`config.mk`:
```
export PLATFORM = sky130hd
export DESIGN_NAME = idu_is_cp0_queue_flat
export DESIGN_NICKNAME = d
export VERILOG_FILES = /design/src/rtl/idu_is_cp0_queue_if.sv /design/src/rtl/idu_is_cp0_queue.sv /design/src/flat_wrapper.sv
export SDC_FILE = /design/constraint.sdc
export NUM_CORES = 1
export LEC_CHECK = 0
export CAP_MARGIN = 10
export CORE_ASPECT_RATIO = 2
export CORE_UTILIZATION = 50
export CTS_BUF_LIST = sky130_fd_sc_hd__clkbuf_8
export DETAILED_ROUTE_END_ITERATION = 8
export PLACE_DENSITY = 0.75
export SETUP_SLACK_MARGIN = 0.02
export SYNTH_ARGS = -nofsm -noshare
export SYNTH_HDL_FRONTEND = slang
export SYNTH_SLANG_ARGS = --single-unit
export TNS_END_PERCENT = 10
```
`constraint.sdc`:
```
create_clock -name clk -period 2.1 [get_ports clk]
set_input_delay 0.42 -clock clk [delete_from_list [all_inputs] [get_ports clk]]
set_output_delay 0.42 -clock clk [all_outputs]
set_load 0.005 [all_outputs]
```
`src/rtl/idu_is_cp0_queue_if.sv`:
```
// Dispatch, wakeup and issue signals of the CP0 issue queue.
// slave is the queue side, master is the dispatch/execute side.
interface idu_is_cp0_queue_if #(
    parameter int DEPTH    = 4,
    parameter int NUM_SRC  = 2,
    parameter int NUM_WAKE = 10,
    parameter int PREG_W   = 6,
    parameter int IID_W    = 5,
    parameter int OPC_W    = 7,
    parameter int IMM_W    = 64
);
    logic                        create_vld;
    logic                        create_rdy;
    logic [IID_W-1:0]            create_iid;
    logic [OPC_W-1:0]            create_opcode;
    logic [NUM_SRC-1:0]          create_src_vld;
    logic [NUM_SRC-1:0]          create_src_ready;
    logic [NUM_SRC*PREG_W-1:0]   create_psrc;
    logic                        create_imm_vld;
    logic [IMM_W-1:0]            create_imm;
    logic [NUM_WAKE-1:0]         wake_vld;
    logic [NUM_WAKE*PREG_W-1:0]  wake_preg;
    logic                        issue_vld;
    logic                        issue_ack;
    logic [IID_W-1:0]            issue_iid;
    logic [OPC_W-1:0]            issue_opcode;
    logic [NUM_SRC-1:0]          issue_src_vld;
    logic [NUM_SRC*PREG_W-1:0]   issue_psrc;
    logic                        issue_imm_vld;
    logic [IMM_W-1:0]            issue_imm;
    logic [$clog2(DEPTH+1)-1:0]  count;

    modport slave (
        input  create_vld, create_iid, create_opcode, create_src_vld, create_src_ready,
               create_psrc, create_imm_vld, create_imm, wake_vld, wake_preg, issue_ack,
        output create_rdy, issue_vld, issue_iid, issue_opcode, issue_src_vld, issue_psrc,
               issue_imm_vld, issue_imm, count
    );

    modport master (
        output create_vld, create_iid, create_opcode, create_src_vld, create_src_ready,
               create_psrc, create_imm_vld, create_imm, wake_vld, wake_preg, issue_ack,
        input  create_rdy, issue_vld, issue_iid, issue_opcode, issue_src_vld, issue_psrc,
               issue_imm_vld, issue_imm, count
    );
endinterface

```
`src/rtl/idu_is_cp0_queue.sv`:
```
// In-order CP0 issue queue: circular buffer with per-source wakeup tracking,
// only the head entry is offered to the CP0 pipe.
module idu_is_cp0_queue #(
    parameter int DEPTH    = 4,
    parameter int NUM_SRC  = 2,
    parameter int NUM_WAKE = 10,
    parameter int PREG_W   = 6,
    parameter int IID_W    = 5,
    parameter int OPC_W    = 7,
    parameter int IMM_W    = 64
) (
    input  logic                  clk,
    input  logic                  rst_clk,
    input  logic                  rtu_global_flush,
    idu_is_cp0_queue_if.slave     bus
);
    localparam int PTR_W = $clog2(DEPTH);
    localparam int CNT_W = $clog2(DEPTH + 1);

    logic [DEPTH-1:0]           ent_vld;
    logic [IID_W-1:0]           ent_iid     [DEPTH];
    logic [OPC_W-1:0]           ent_opcode  [DEPTH];
    logic [NUM_SRC-1:0]         ent_src_vld [DEPTH];
    logic [NUM_SRC-1:0]         ent_src_rdy [DEPTH];
    logic [NUM_SRC*PREG_W-1:0]  ent_psrc    [DEPTH];
    logic [DEPTH-1:0]           ent_imm_vld;
    logic [IMM_W-1:0]           ent_imm     [DEPTH];

    logic [PTR_W-1:0]   head;
    logic [PTR_W-1:0]   tail;
    logic [CNT_W-1:0]   cnt;

    logic [NUM_SRC-1:0] ent_hit [DEPTH];
    logic [NUM_SRC-1:0] create_hit;
    logic               push;
    logic               pop;

    // Wake-port match per stored source and per incoming source (dispatch bypass).
    always_comb begin
        create_hit = '0;
        for (int unsigned e = 0; e < DEPTH; e++) begin
            ent_hit[e] = '0;
        end
        for (int unsigned i = 0; i < NUM_SRC; i++) begin
            for (int unsigned w = 0; w < NUM_WAKE; w++) begin
                if (bus.wake_vld[w] &&
                    bus.wake_preg[w*PREG_W +: PREG_W] == bus.create_psrc[i*PREG_W +: PREG_W]) begin
                    create_hit[i] = 1'b1;
                end
                for (int unsigned e = 0; e < DEPTH; e++) begin
                    if (bus.wake_vld[w] &&
                        bus.wake_preg[w*PREG_W +: PREG_W] == ent_psrc[e][i*PREG_W +: PREG_W]) begin
                        ent_hit[e][i] = 1'b1;
                    end
                end
            end
        end
    end

    assign bus.create_rdy    = (cnt != CNT_W'(DEPTH));
    assign bus.issue_vld     = ent_vld[head] & (&(~ent_src_vld[head] | ent_src_rdy[head]));
    assign bus.issue_iid     = ent_iid[head];
    assign bus.issue_opcode  = ent_opcode[head];
    assign bus.issue_src_vld = ent_src_vld[head];
    assign bus.issue_psrc    = ent_psrc[head];
    assign bus.issue_imm_vld = ent_imm_vld[head];
    assign bus.issue_imm     = ent_imm[head];
    assign bus.count         = cnt;

    assign push = bus.create_vld & bus.create_rdy;
    assign pop  = bus.issue_vld & bus.issue_ack;

    always_ff @(posedge clk or negedge rst_clk) begin
        if (!rst_clk) begin
            ent_vld     <= '0;
            ent_imm_vld <= '0;
            for (int unsigned e = 0; e < DEPTH; e++) begin
                ent_iid[e]     <= '0;
                ent_opcode[e]  <= '0;
                ent_src_vld[e] <= '0;
                ent_src_rdy[e] <= '0;
                ent_psrc[e]    <= '0;
                ent_imm[e]     <= '0;
            end
            head <= '0;
            tail <= '0;
            cnt  <= '0;
        end else if (rtu_global_flush) begin
            ent_vld     <= '0;
            ent_imm_vld <= '0;
            for (int unsigned e = 0; e < DEPTH; e++) begin
                ent_iid[e]     <= '0;
                ent_opcode[e]  <= '0;
                ent_src_vld[e] <= '0;
                ent_src_rdy[e] <= '0;
                ent_psrc[e]    <= '0;
                ent_imm[e]     <= '0;
            end
            head <= '0;
            tail <= '0;
            cnt  <= '0;
        end else begin
            for (int unsigned e = 0; e < DEPTH; e++) begin
                if (ent_vld[e]) begin
                    ent_src_rdy[e] <= ent_src_rdy[e] | ent_hit[e];
                end
            end
            // Pop clear comes after the wakeup OR so it wins for the head slot;
            // push never targets the head slot while it is being popped.
            if (pop) begin
                ent_vld[head]     <= 1'b0;
                ent_iid[head]     <= '0;
                ent_opcode[head]  <= '0;
                ent_src_vld[head] <= '0;
                ent_src_rdy[head] <= '0;
                ent_psrc[head]    <= '0;
                ent_imm_vld[head] <= 1'b0;
                ent_imm[head]     <= '0;
                head              <= head + PTR_W'(1);
            end
            if (push) begin
                ent_vld[tail]     <= 1'b1;
                ent_iid[tail]     <= bus.create_iid;
                ent_opcode[tail]  <= bus.create_opcode;
                ent_src_vld[tail] <= bus.create_src_vld;
                ent_src_rdy[tail] <= bus.create_src_ready | create_hit;
                ent_psrc[tail]    <= bus.create_psrc;
                ent_imm_vld[tail] <= bus.create_imm_vld;
                ent_imm[tail]     <= bus.create_imm;
                tail              <= tail + PTR_W'(1);
            end
            case ({push, pop})
                2'b10:   cnt <= cnt + CNT_W'(1);
                2'b01:   cnt <= cnt - CNT_W'(1);
                default: cnt <= cnt;
            endcase
        end
    end
endmodule
```
`src/flat_wrapper.sv`:
```
// flat-port wrapper written by rule: the top's interface ports become plain ports
module idu_is_cp0_queue_flat 
#(
    parameter int DEPTH    = 4,
    parameter int NUM_SRC  = 2,
    parameter int NUM_WAKE = 10,
    parameter int PREG_W   = 6,
    parameter int IID_W    = 5,
    parameter int OPC_W    = 7,
    parameter int IMM_W    = 64
)
  (clk, rst_clk, rtu_global_flush, bus_create_vld, bus_create_iid, bus_create_opcode, bus_create_src_vld, bus_create_src_ready, bus_create_psrc, bus_create_imm_vld, bus_create_imm, bus_wake_vld, bus_wake_preg, bus_issue_ack, bus_create_rdy, bus_issue_vld, bus_issue_iid, bus_issue_opcode, bus_issue_src_vld, bus_issue_psrc, bus_issue_imm_vld, bus_issue_imm, bus_count);
  idu_is_cp0_queue_if #(.DEPTH(DEPTH), .NUM_SRC(NUM_SRC), .NUM_WAKE(NUM_WAKE), .PREG_W(PREG_W), .IID_W(IID_W), .OPC_W(OPC_W), .IMM_W(IMM_W)) bus_i ();
  input  logic clk;
  input  logic rst_clk;
  input  logic rtu_global_flush;
  input wire logic [$bits(bus_i.create_vld)-1:0] bus_create_vld;
  input wire logic [$bits(bus_i.create_iid)-1:0] bus_create_iid;
  input wire logic [$bits(bus_i.create_opcode)-1:0] bus_create_opcode;
  input wire logic [$bits(bus_i.create_src_vld)-1:0] bus_create_src_vld;
  input wire logic [$bits(bus_i.create_src_ready)-1:0] bus_create_src_ready;
  input wire logic [$bits(bus_i.create_psrc)-1:0] bus_create_psrc;
  input wire logic [$bits(bus_i.create_imm_vld)-1:0] bus_create_imm_vld;
  input wire logic [$bits(bus_i.create_imm)-1:0] bus_create_imm;
  input wire logic [$bits(bus_i.wake_vld)-1:0] bus_wake_vld;
  input wire logic [$bits(bus_i.wake_preg)-1:0] bus_wake_preg;
  input wire logic [$bits(bus_i.issue_ack)-1:0] bus_issue_ack;
  output wire logic [$bits(bus_i.create_rdy)-1:0] bus_create_rdy;
  output wire logic [$bits(bus_i.issue_vld)-1:0] bus_issue_vld;
  output wire logic [$bits(bus_i.issue_iid)-1:0] bus_issue_iid;
  output wire logic [$bits(bus_i.issue_opcode)-1:0] bus_issue_opcode;
  output wire logic [$bits(bus_i.issue_src_vld)-1:0] bus_issue_src_vld;
  output wire logic [$bits(bus_i.issue_psrc)-1:0] bus_issue_psrc;
  output wire logic [$bits(bus_i.issue_imm_vld)-1:0] bus_issue_imm_vld;
  output wire logic [$bits(bus_i.issue_imm)-1:0] bus_issue_imm;
  output wire logic [$bits(bus_i.count)-1:0] bus_count;
  assign bus_i.create_vld = bus_create_vld;
  assign bus_i.create_iid = bus_create_iid;
  assign bus_i.create_opcode = bus_create_opcode;
  assign bus_i.create_src_vld = bus_create_src_vld;
  assign bus_i.create_src_ready = bus_create_src_ready;
  assign bus_i.create_psrc = bus_create_psrc;
  assign bus_i.create_imm_vld = bus_create_imm_vld;
  assign bus_i.create_imm = bus_create_imm;
  assign bus_i.wake_vld = bus_wake_vld;
  assign bus_i.wake_preg = bus_wake_preg;
  assign bus_i.issue_ack = bus_issue_ack;
  assign bus_create_rdy = bus_i.create_rdy;
  assign bus_issue_vld = bus_i.issue_vld;
  assign bus_issue_iid = bus_i.issue_iid;
  assign bus_issue_opcode = bus_i.issue_opcode;
  assign bus_issue_src_vld = bus_i.issue_src_vld;
  assign bus_issue_psrc = bus_i.issue_psrc;
  assign bus_issue_imm_vld = bus_i.issue_imm_vld;
  assign bus_issue_imm = bus_i.issue_imm;
  assign bus_count = bus_i.count;
  idu_is_cp0_queue #(.DEPTH(DEPTH), .NUM_SRC(NUM_SRC), .NUM_WAKE(NUM_WAKE), .PREG_W(PREG_W), .IID_W(IID_W), .OPC_W(OPC_W), .IMM_W(IMM_W)) u_core (.clk(clk), .rst_clk(rst_clk), .rtu_global_flush(rtu_global_flush), .bus(bus_i));
endmodule
```
Yosys cells after proc, flatten, opt, wreduce, memory -nomap -nowiden. Cells that the tools add are included.

Mux-type cells: 199. Add/subtract/negate cells: 4. Shifts and indexed selects: 0. Magnitude comparators: 8. Multipliers: 0. Divide/modulo/power cells: 0. Bitwise logic cells: 27. Eq/ne operators: 103. Reduce and logical (&&, ||, !) cells: 108.

Operators with widths (number): two-way mux 256 bit (4); equality test 6 bit (100); bitwise AND 256 bit (1); bitwise mux 256 bit (1); demux 64 bit (select 2 bit) (2); two-way mux 64 bit (4); inverter 256 bit (1); two-way mux 48 bit (4); binary-select mux 64 bit (select 2 bit) (1); two-way mux 28 bit (4); logical AND 1 bit (104); two-way mux 1 bit (104); two-way mux 20 bit (4); two-way mux 8 bit (8); bitwise AND 48 bit (1); bitwise mux 48 bit (1); demux 12 bit (select 2 bit) (2); two-way mux 12 bit (4); inverter 48 bit (1); two-way mux 2 bit (18); two-way mux 4 bit (8); bitwise AND 28 bit (1); bitwise mux 28 bit (1); demux 7 bit (select 2 bit) (2); 40 further kinds (68).

Register bits after elaboration: 383. Bits in writable memories: 0. Bits in read-only memories: 0. Memories kept: 0. Bits in latches: 0.

Depth between registers and ports, before layout.
Depth in word-level cells: 21. Gate-level depth with buffers: 10. Depth with buffers taken out: 9.

Worst setup path before layout. Ideal clock, no wire load.

Path type: reg-to-reg. From: reg u_core.ent_src_rdy[7] in the netlist's numbering. To: reg u_core.cnt[2] (netlist: u_core.bus.count[2]). Buffers on the path: 1. Data arrival time: 2215 ps. Cell stages (with the launch flop): 11. Required time: 1975 ps. Path slack: -240 ps. Cells stage by stage: dfrtp_1 -> nor2b_1 -> a21oi_1 -> a311o_1 -> buf_4 -> nand3_2 -> nor2_1 -> fa_1 -> and3_1 -> mux2i_1 -> mux2_2.

Word-level cells in the longest chain between the ends: 10.

RTL lines: start, declared (RTL line idu_is_cp0_queue.sv:24) `logic [NUM_SRC-1:0] ent_src_rdy [DEPTH];`; start signal, assigned by index (RTL line idu_is_cp0_queue.sv:105) `ent_src_rdy[e] <= ent_src_rdy[e] | ent_hit[e];`; start signal, assigned by index (RTL line idu_is_cp0_queue.sv:126) `ent_src_rdy[tail] <= bus.create_src_ready | create_hit;`; binary-select mux 2 bit (select 2 bit) * (RTL line idu_is_cp0_queue.sv:61) `assign bus.issue_vld = ent_vld[head] & (&(~ent_src_vld[head] | ent_src_rdy[head]));`; two-way mux 2 bit (implied by the code) * (2 in series) (RTL line idu_is_cp0_queue.sv:61); OR 2 bit * (RTL line idu_is_cp0_queue.sv:61); AND reduction 2 bit * (RTL line idu_is_cp0_queue.sv:61); bitwise AND 1 bit * (RTL line idu_is_cp0_queue.sv:61); bitwise AND 1 bit * (RTL line idu_is_cp0_queue.sv:71) `assign pop = bus.issue_vld & bus.issue_ack;`; equality test 2 x 1 -> 1 bit or equality test 2 bit (tied branches) (RTL line idu_is_cp0_queue.sv:132) `case ({push, pop})`; case mux 3 bit (2 select lines) (RTL line idu_is_cp0_queue.sv:132); two-way mux 3 bit (RTL line idu_is_cp0_queue.sv:88) `end else if (rtu_global_flush) begin`; end signal, assigned (RTL line idu_is_cp0_queue.sv:133) `2'b10: cnt <= cnt + CNT_W'(1);`; end signal, assigned (RTL line idu_is_cp0_queue.sv:134) `2'b01: cnt <= cnt - CNT_W'(1);`; end signal, assigned (RTL line idu_is_cp0_queue.sv:135) `default: cnt <= cnt;`; end, declared (RTL line idu_is_cp0_queue.sv:31) `logic [CNT_W-1:0] cnt;`.

Mark *: on every way between the ends. The rest lies on a longest branch, timed or not. The select of a mux whose other input is x is not followed. A chain may end at the register's enable or synchronous reset.

Worst setup path after layout.
From: reg u_core.head[0]. To: out bus_issue_imm[10].

Word-level cells in the longest chain between the ends: 4.

RTL lines: start, declared (RTL line idu_is_cp0_queue.sv:29) `logic [PTR_W-1:0] head;`; start signal, assigned (RTL line idu_is_cp0_queue.sv:119) `head <= head + PTR_W'(1);`; inverter 2 -> 3 bit (implied by the code) (RTL line idu_is_cp0_queue.sv:67) `assign bus.issue_imm = ent_imm[head];`; binary-select mux 64 bit (select 2 bit) (RTL line idu_is_cp0_queue.sv:67); two-way mux 64 bit (implied by the code) (2 in series) (RTL line idu_is_cp0_queue.sv:67); end, declared (RTL line flat_wrapper.sv:35) `output wire logic [$bits(bus_i.issue_imm)-1:0] bus_issue_imm;`.

Every way passes these cells. The select of a mux whose other input is x is not followed.

==> metrics.md <==
| Metric | Value |
|---|---|
| Core ar. | a little under 0.05 mm² |
| Clk network pwr share | approximately 28% |
| Gr usage total | 40.80% |
| Outcome | finished with violations |
| Final nets | between 3000 and 4000 |
| Placer Congestion | 1.078 |
| Number of I/O pins | between 200 and 300 |
| Avg Synthesized Cell Area | 10.11 µm² |
| Die Y | 316.4 µm |
| WS Path Type | reg2out |
| Tcrit/Tclk final | 127.3% |
| Mapped Nets | between 2000 and 3000 |
| Crit path to | bus_issue_imm[10] |
| Violated checks | negative setup slack |
| Worst R2R Path Depth | 11 |
| Worst r2r src | u_core.head[0] |
| Die width | approximately 160 µm |
| Area Overhead vs Synth | 31.96% |
| ANT nets after route | 0 |
| Die area | 0.05036 mm² |
| CP Launch Type | flop |
| Slew Limit Fails | 0 |
| Htree depth | 2 |
| Worst reg-to-reg setup slack | -0.42 ns |
| Clk root buf | clkbuf_8 |
| Pin count of the biggest net entering global routing | between 80 and 90 |
| Fin cells | between 3000 and 4000 |
| Crit. End Element | output pin |
| CP Launch Point | u_core.head[0] |
| CTS Sinks | 383 |
| RSZ-0062 raised after global routing | yes |
| Max-cap violations | 0 |
| WHS | about 0.27 ns |
| Seq pwr share | around 40% |
| Lkg Pwr | 14.14 nW |
| Drt wl/cell | 28.52 µm |
| DRC Markers | 0 |
| Internal cell power | about 14 mW |
| Least-Margin Pin Slew | roughly 0.8 ns |
| EDFF count, synth | 0 |
| First-pass GRT wire length | 153300 µm |
| Cell count after synthesis | around 2400 |
| YS warnings | 0 |
| Initial antenna violation count | 9 |
| Grt ovf | 0 |
| Power density over the cells | a little over 600 mW/mm² |
| HP Class | in2async |
| Fillers | 3679 |
| Initial cell density of the core | between 50% and 60% |
| Yosys cell types | 33 |
| Port bufs | about 260 |
| Bufs on Longest Clock Path | 3 |
| Period minus WS final | 2.674 ns |
| Post-synthesis sequential area ratio | about two fifths |
| CP max FO | 6 |
| CTS tree | built |
| Final worst slack | -0.5742 ns |
| Critical path arrival | about 2.3 ns |
| Row Count | about 110 |
| Share of cells above drive strength 1 | 25.89% |
| Worst skew pair latency | ~0.63 ns |
| Mapped Area | between 0.02 and 0.025 mm² |
| Post-Route WL | 103400 µm |
| WP data required | approximately 1.7 ns |
| Switching power | between 6 and 7 mW |
| DRT Pass-1 Iters | 7 |
| Post-route clock skew | roughly 0.05 ns |
| Fmax | ~370 MHz |
| Number of global-route vias before repair | 24100 |
| Yosys reg bits | approximately 380 |
| Vias per Instance | roughly 6.5 |
| Switch share | between 30% and 40% |
| RR Endpoint | u_core.bus.count[2] |
| Drt initial violations | roughly 2400 |
| Asr flop ratio synth | 100.0% |
| Relative slew slack | roughly 47% |
| Worst-path clk slew | ~0.080 ns |
| Predominant post-synthesis flop cell | dfrtp_1 |
| Hold Fails Final Rpt | 0 |
| VDD IR max | 0.7304 mV |
| Setup TNS | -78.62 ns |
| Post-placement cell count | 3492 |
| Final setup viols | 460 |
| Comb power frac | between 30% and 40% |
| HPWL Detailed | 71500 µm |
| Vias | 23530 |
| Clock buffer count from CTS | 48 |
flip-flops by register name, indices dropped and copies added, names as in the netlist:
register and count:
u_core.ent_psrc 48, u_core.ent_vld 4, u_core.ent_imm 256, u_core.ent_iid 20, u_core.tail 2, u_core.ent_src_vld 8, u_core.bus.count 3, u_core.head 2
u_core.ent_opcode 28, u_core.ent_src_rdy 8, u_core.ent_imm_vld 4
what timing repair did:
item,4_1_cts,5_1_grt
buffers inserted,27,9
endpoints found under the setup margin,466,468
resized for setup,420,63
hold buffers,1,0
hold endpoints to repair,37,0
pin swaps,7,0
cloned,4,0
power by group through the flow:
stage                     registers, mW  clock network [mW]  logic (mW)
final                              8.05                5.61        6.55
after global routing               8.07                5.96        6.87
after CTS                          8.02                5.70        6.35
after detailed placement           8.16                   0        6.11
after global placement             8.12                   0        6.02
after floorplan                    8.06                   0        3.25
per-layer routing:
metal  routed length [µm]  vias to the layer above  global-route usage (%)
li1                     -                     9675                       -
met1                33680                    11680                   43.94
met2                50240                     1635                   69.25
met3                 9379                      536                   8.201
met4                10040                        4                   34.40
met5                   25                        -                       0
critical path: stages, from the launching register on:
cell,delay [ns]
dfrtp_4,0.54
buf_12,0.17
buf_12,0.13
buf_12,0.13
mux4_2,0.50
buf_2,0.16
synth_stat cells, drive strengths merged, types with 8 or more instances:
library cell    n  area share, %
buf           186            4.5
ha              8           0.41
nand2          14           0.21
mux4           91            8.3
nor2          394            6.0
dfrtp         383             39
xnor2         302             11
nor3           10           0.20
and3           15           0.38
a22oi         364             11
xor2          301             11
nor4          120            3.0
inv             9           0.14
clkbuf        104            1.6
o32ai           8           0.28
nand4         104            2.6
through the flow:
stage          utilization, %  setup WS (ns)  power, mW  cell area [µm²]
2_1_floorplan               -        -0.1295      11.31            24740
4_1_cts                 66.84        -0.5794      20.07            32420
6_report                67.22        -0.5742      20.21            32600
3_3_place_gp            64.15        -0.7762      14.14            31110
3_5_place_dp            64.15        -0.7080      14.27            31110
5_1_grt                 67.21        -0.6244      20.90            32600
cell usage in the layout (no fill, tap or decap), types with 2 or more instances in the layout:
master,synthesis,layout
a21oi_1,6,6
a22oi_1,364,353
a22oi_2,0,11
a41oi_4,0,4
and2_1,2,2
and3_1,15,11
and3_4,0,4
buf_12,0,94
buf_16,0,3
buf_2,134,49
buf_4,1,335
buf_6,32,68
buf_8,0,7
bufinv_16,0,2
clkbuf_2,1,11
clkbuf_8,0,57
clkdlybuf4s50_1,0,167
clkinv_2,0,12
clkinvlp_4,0,2
dfrtp_1,383,381
dfrtp_4,0,2
diode_2,0,8
ha_1,8,8
inv_1,9,21
mux2i_1,3,3
mux4_2,91,91
nand2_1,14,12
nand2_2,0,2
nand2b_1,4,4
nand4_1,104,104
nor2_1,394,393
nor2b_1,3,3
nor3_1,10,10
nor4_1,120,117
nor4_2,0,2
o32ai_1,8,5
o32ai_2,0,3
xnor2_1,302,302
xor2_1,301,300
cell families after synthesis:
logic type,share of synthesized area (%)
xor+xnor,21.38
compound gates,11.88
flops,38.79
simple gates,12.74
buf+inv,6.214
fa+ha+maj,0.4862
mux,8.508
layout make-up:
class,instances,area (µm²),area share (%)
Clock inverter,30,200.2,0.6141
Clock buffer,57,784.5,2.406
Inverter,9,33.78,0.1036
Timing Repair Buffer,737,7353,22.56
Tap cell,638,798.3,2.449
Multi-Input combinational cell,1762,13820,42.39
Antenna cell,8,20.02,0.06141
Sequential cell,383,9592,29.42
how the worst min path moves through the flow:
stage | startpoint | end | slack [ns] | cells after the start
floorplan | rst_clk | u_core.bus.count[0] | 0.12 | 0
global placement | rst_clk | u_core.ent_imm[210] | 0.33 | 1
detailed placement | rst_clk | u_core.ent_imm[210] | 0.33 | 1
CTS | rtu_global_flush | u_core.ent_psrc[43] | 0.24 | 2
global route | rtu_global_flush | u_core.ent_opcode[1] | 0.29 | 2
finish | rst_clk | u_core.ent_imm[81] | 0.27 | 2
No activity file was read; power rests on OpenSTA's default activity.
==> edit: new RTL, config.mk and constraints unchanged <==
Make the reset (`rst_clk`) synchronous in one clocked block.
--- a/src/rtl/idu_is_cp0_queue.sv
+++ b/src/rtl/idu_is_cp0_queue.sv
@@ -70,7 +70,7 @@
     assign push = bus.create_vld & bus.create_rdy;
     assign pop  = bus.issue_vld & bus.issue_ack;
 
-    always_ff @(posedge clk or negedge rst_clk) begin
+    always_ff @(posedge clk) begin
         if (!rst_clk) begin
             ent_vld     <= '0;
             ent_imm_vld <= '0;
Check against the original RTL: not equivalent (a bounded check fails within 4 cycles, from zero or initial values and one cycle with rst_clk low; the reset may be asserted at any time).
==> edit against the unedited design <==
- the flow still finishes with violations (negative setup slack)
- design area up 0.56%
- clock skew down 0.032 ns
- setup slack better by 0.014 ns
- power down 11%
- maximum frequency up 0.54%
- via count down 19%
- synthesized area down 2.4%
- sequential power up 11%
- register-to-register slack better by 0.08 ns
- wire length down 5.0%
- sequential cell count up 2
- critical endpoint is now bus_issue_imm[8]
==> edit: results (changes against the unedited design) <==
- Result of the run: complete, but fails checks (unchanged).
- Failing checks: negative setup slack (unchanged).
* Sequential-to-total area share from yosys stat: 47.2% (was 38.8%)
- The adder-cell share of the synthesized area was 0.550% (was 0.486%).
* Routed via count: 19,100 (was 23,500)
- The violation count after the first detailed-route iteration was 1,342 (was 2,386).
- Setup slack after layout: -0.560 ns (was -0.574 ns)
* Syn nets: 2,157 (was 2,621)
- Via count of the first global-routing pass: 20,500 (was 24,100)
* Async S/R FF share, synth: 0% (was 100%)
- Synth Flop Type: sky130_fd_sc_hd__edfxtp_1 (was sky130_fd_sc_hd__dfrtp_1)
- The largest net degree at the start of global routing is 49 (was 83).
* Final setup violation count: 450 (was 460)
- Slowest-stage cell, CP: sky130_fd_sc_hd__mux4_2 (was sky130_fd_sc_hd__dfrtp_4)
- Ratio of cells with drive above 1 in the final layout: 28.2% (was 25.9%)
- Final GP Congestion: 1.15 (was 1.08)
* Number of antenna violations at the first check in global routing: 7 (was 9)
- The clock insertion delay at the later pin of the skew report came to 0.60 ns (was 0.63 ns).
* Most frequent cells after synthesis: sky130_fd_sc_hd__edfxtp_1, sky130_fd_sc_hd__and2_1, sky130_fd_sc_hd__xnor2_1, sky130_fd_sc_hd__xor2_1, sky130_fd_sc_hd__buf_2 (was sky130_fd_sc_hd__nor2_1, sky130_fd_sc_hd__dfrtp_1, sky130_fd_sc_hd__a22oi_1, sky130_fd_sc_hd__xnor2_1, sky130_fd_sc_hd__xor2_1)
* Detail-routed net length per standard cell: 30.5 um (was 28.5 um)
- The worst slack at placement came to -0.895 ns (was -0.708 ns).
- Slew at the pin closest to its max-slew limit: 0.709 ns (was 0.791 ns)
- Number of flops mapped to enable cells by yosys: 368 (was 0)
- The count of TritonRoute iterations in the first routing pass was 5 (was 7).
* Number of clock buffers inserted by TritonCTS: 46 (was 48)
- The parity-gate share of the synthesized area counting xor and xnor cells is 21.9% (was 21.4%).
- The number of nets in the layout is 2,725 (was 3,118).
- The worst-case vdd ir drop came to 0.611 mV (was 0.730 mV).
* Lkg Pwr: 13.1 nW (was 14.1 nW)
- Aggregate global-route resource usage: 40.7% (was 40.8%)
- The highest cell delay on the worst timing path is 0.49 ns (was 0.54 ns).
edit: cells by family after synthesis:
family / count (synthesis)
mux: 93
simple gates: 635
flops: 385
buf+inv: 220
compound gates: 32
xor+xnor: 604
fa+ha+maj: 10
edit: stage by stage:
stage          instances  area [um^2]  utilization (%)  hold WS [ns]  setup TNS, ns
2_1_floorplan       1979        24100                -         0.437        -440.68
3_3_place_gp        3089        31200             65.7         0.452        -173.34
3_5_place_dp        3089        31200             65.7         0.468        -184.96
4_1_cts             3194        32400             68.2         0.489        -110.32
5_1_grt             3219        32800             69.0         0.511        -129.81
6_report            3221        32800             69.0         0.495        -114.66
edit: final cells by class:
cell class / count / area (um^2) / share of cell area [%]
antenna: 8 / 20.0 / 0.0611
clock buffer: 47 / 647 / 1.97
clock inverter: 35 / 181 / 0.553
inverter: 15 / 71.3 / 0.218
multi-input combinational: 1374 / 11900 / 36.4
sequential: 385 / 11400 / 34.8
tap: 632 / 791 / 2.41
timing repair buffer: 725 / 7730 / 23.6
edit: timing repair:
| item | in CTS | in global routing |
|---|---|---|
| resized for setup | 344 | 74 |
| setup endpoints to repair | 491 | 600 |
| pin swaps | 10 | 11 |
| setup buffers | 21 | 23 |
| cloned | 2 | 0 |
edit: layer usage:
metal | share of wire, % | global-route usage [%] | vias to the layer above
li1 | - | - | 8124
met1 | 32 | 40.5 | 9457
met2 | 50 | 69.1 | 1048
met3 | 7.8 | 10.9 | 448
met4 | 9.9 | 35.2 | 0
met5 | 0 | 0 | -
edit: final timing paths:
path | startpoint | endpoint | slack, ns | cells past startpoint
worst max register to register | u_core.ent_src_rdy[2][0] | u_core.bus.count[2] | -0.34 | 10
worst max-delay path | register | bus_issue_imm[8] | -0.56 | 4
worst min register to register | u_core.ent_imm_vld[1] | u_core.ent_imm_vld[1] | 0.49 | 1
worst min-delay path | u_core.ent_imm_vld[1] | u_core.ent_imm_vld[1] | 0.49 | 1
edit: worst reg2reg max path, delay by kind of cell (launching register included):
| family | cells | cell delay [ns] |
|---|---|---|
| simple gates | 5 | 0.98 |
| flops | 1 | 0.41 |
| xor+xnor | 1 | 0.17 |
| fa+ha+maj | 2 | 0.58 |
| compound gates | 1 | 0.16 |
| buf+inv | 1 | 0.06 |
edit: power breakdown:
part / total [mW] / leakage, nW / internal (mW) / switching [mW]
Sequential: 8.94 / 4.28 / 8.76 / 0.171
Combinational: 4.21 / 8.33 / 2.06 / 2.15
Clock: 4.92 / 0.457 / 2.22 / 2.70
Total: 18.1 / 13.1 / 13.0 / 5.02
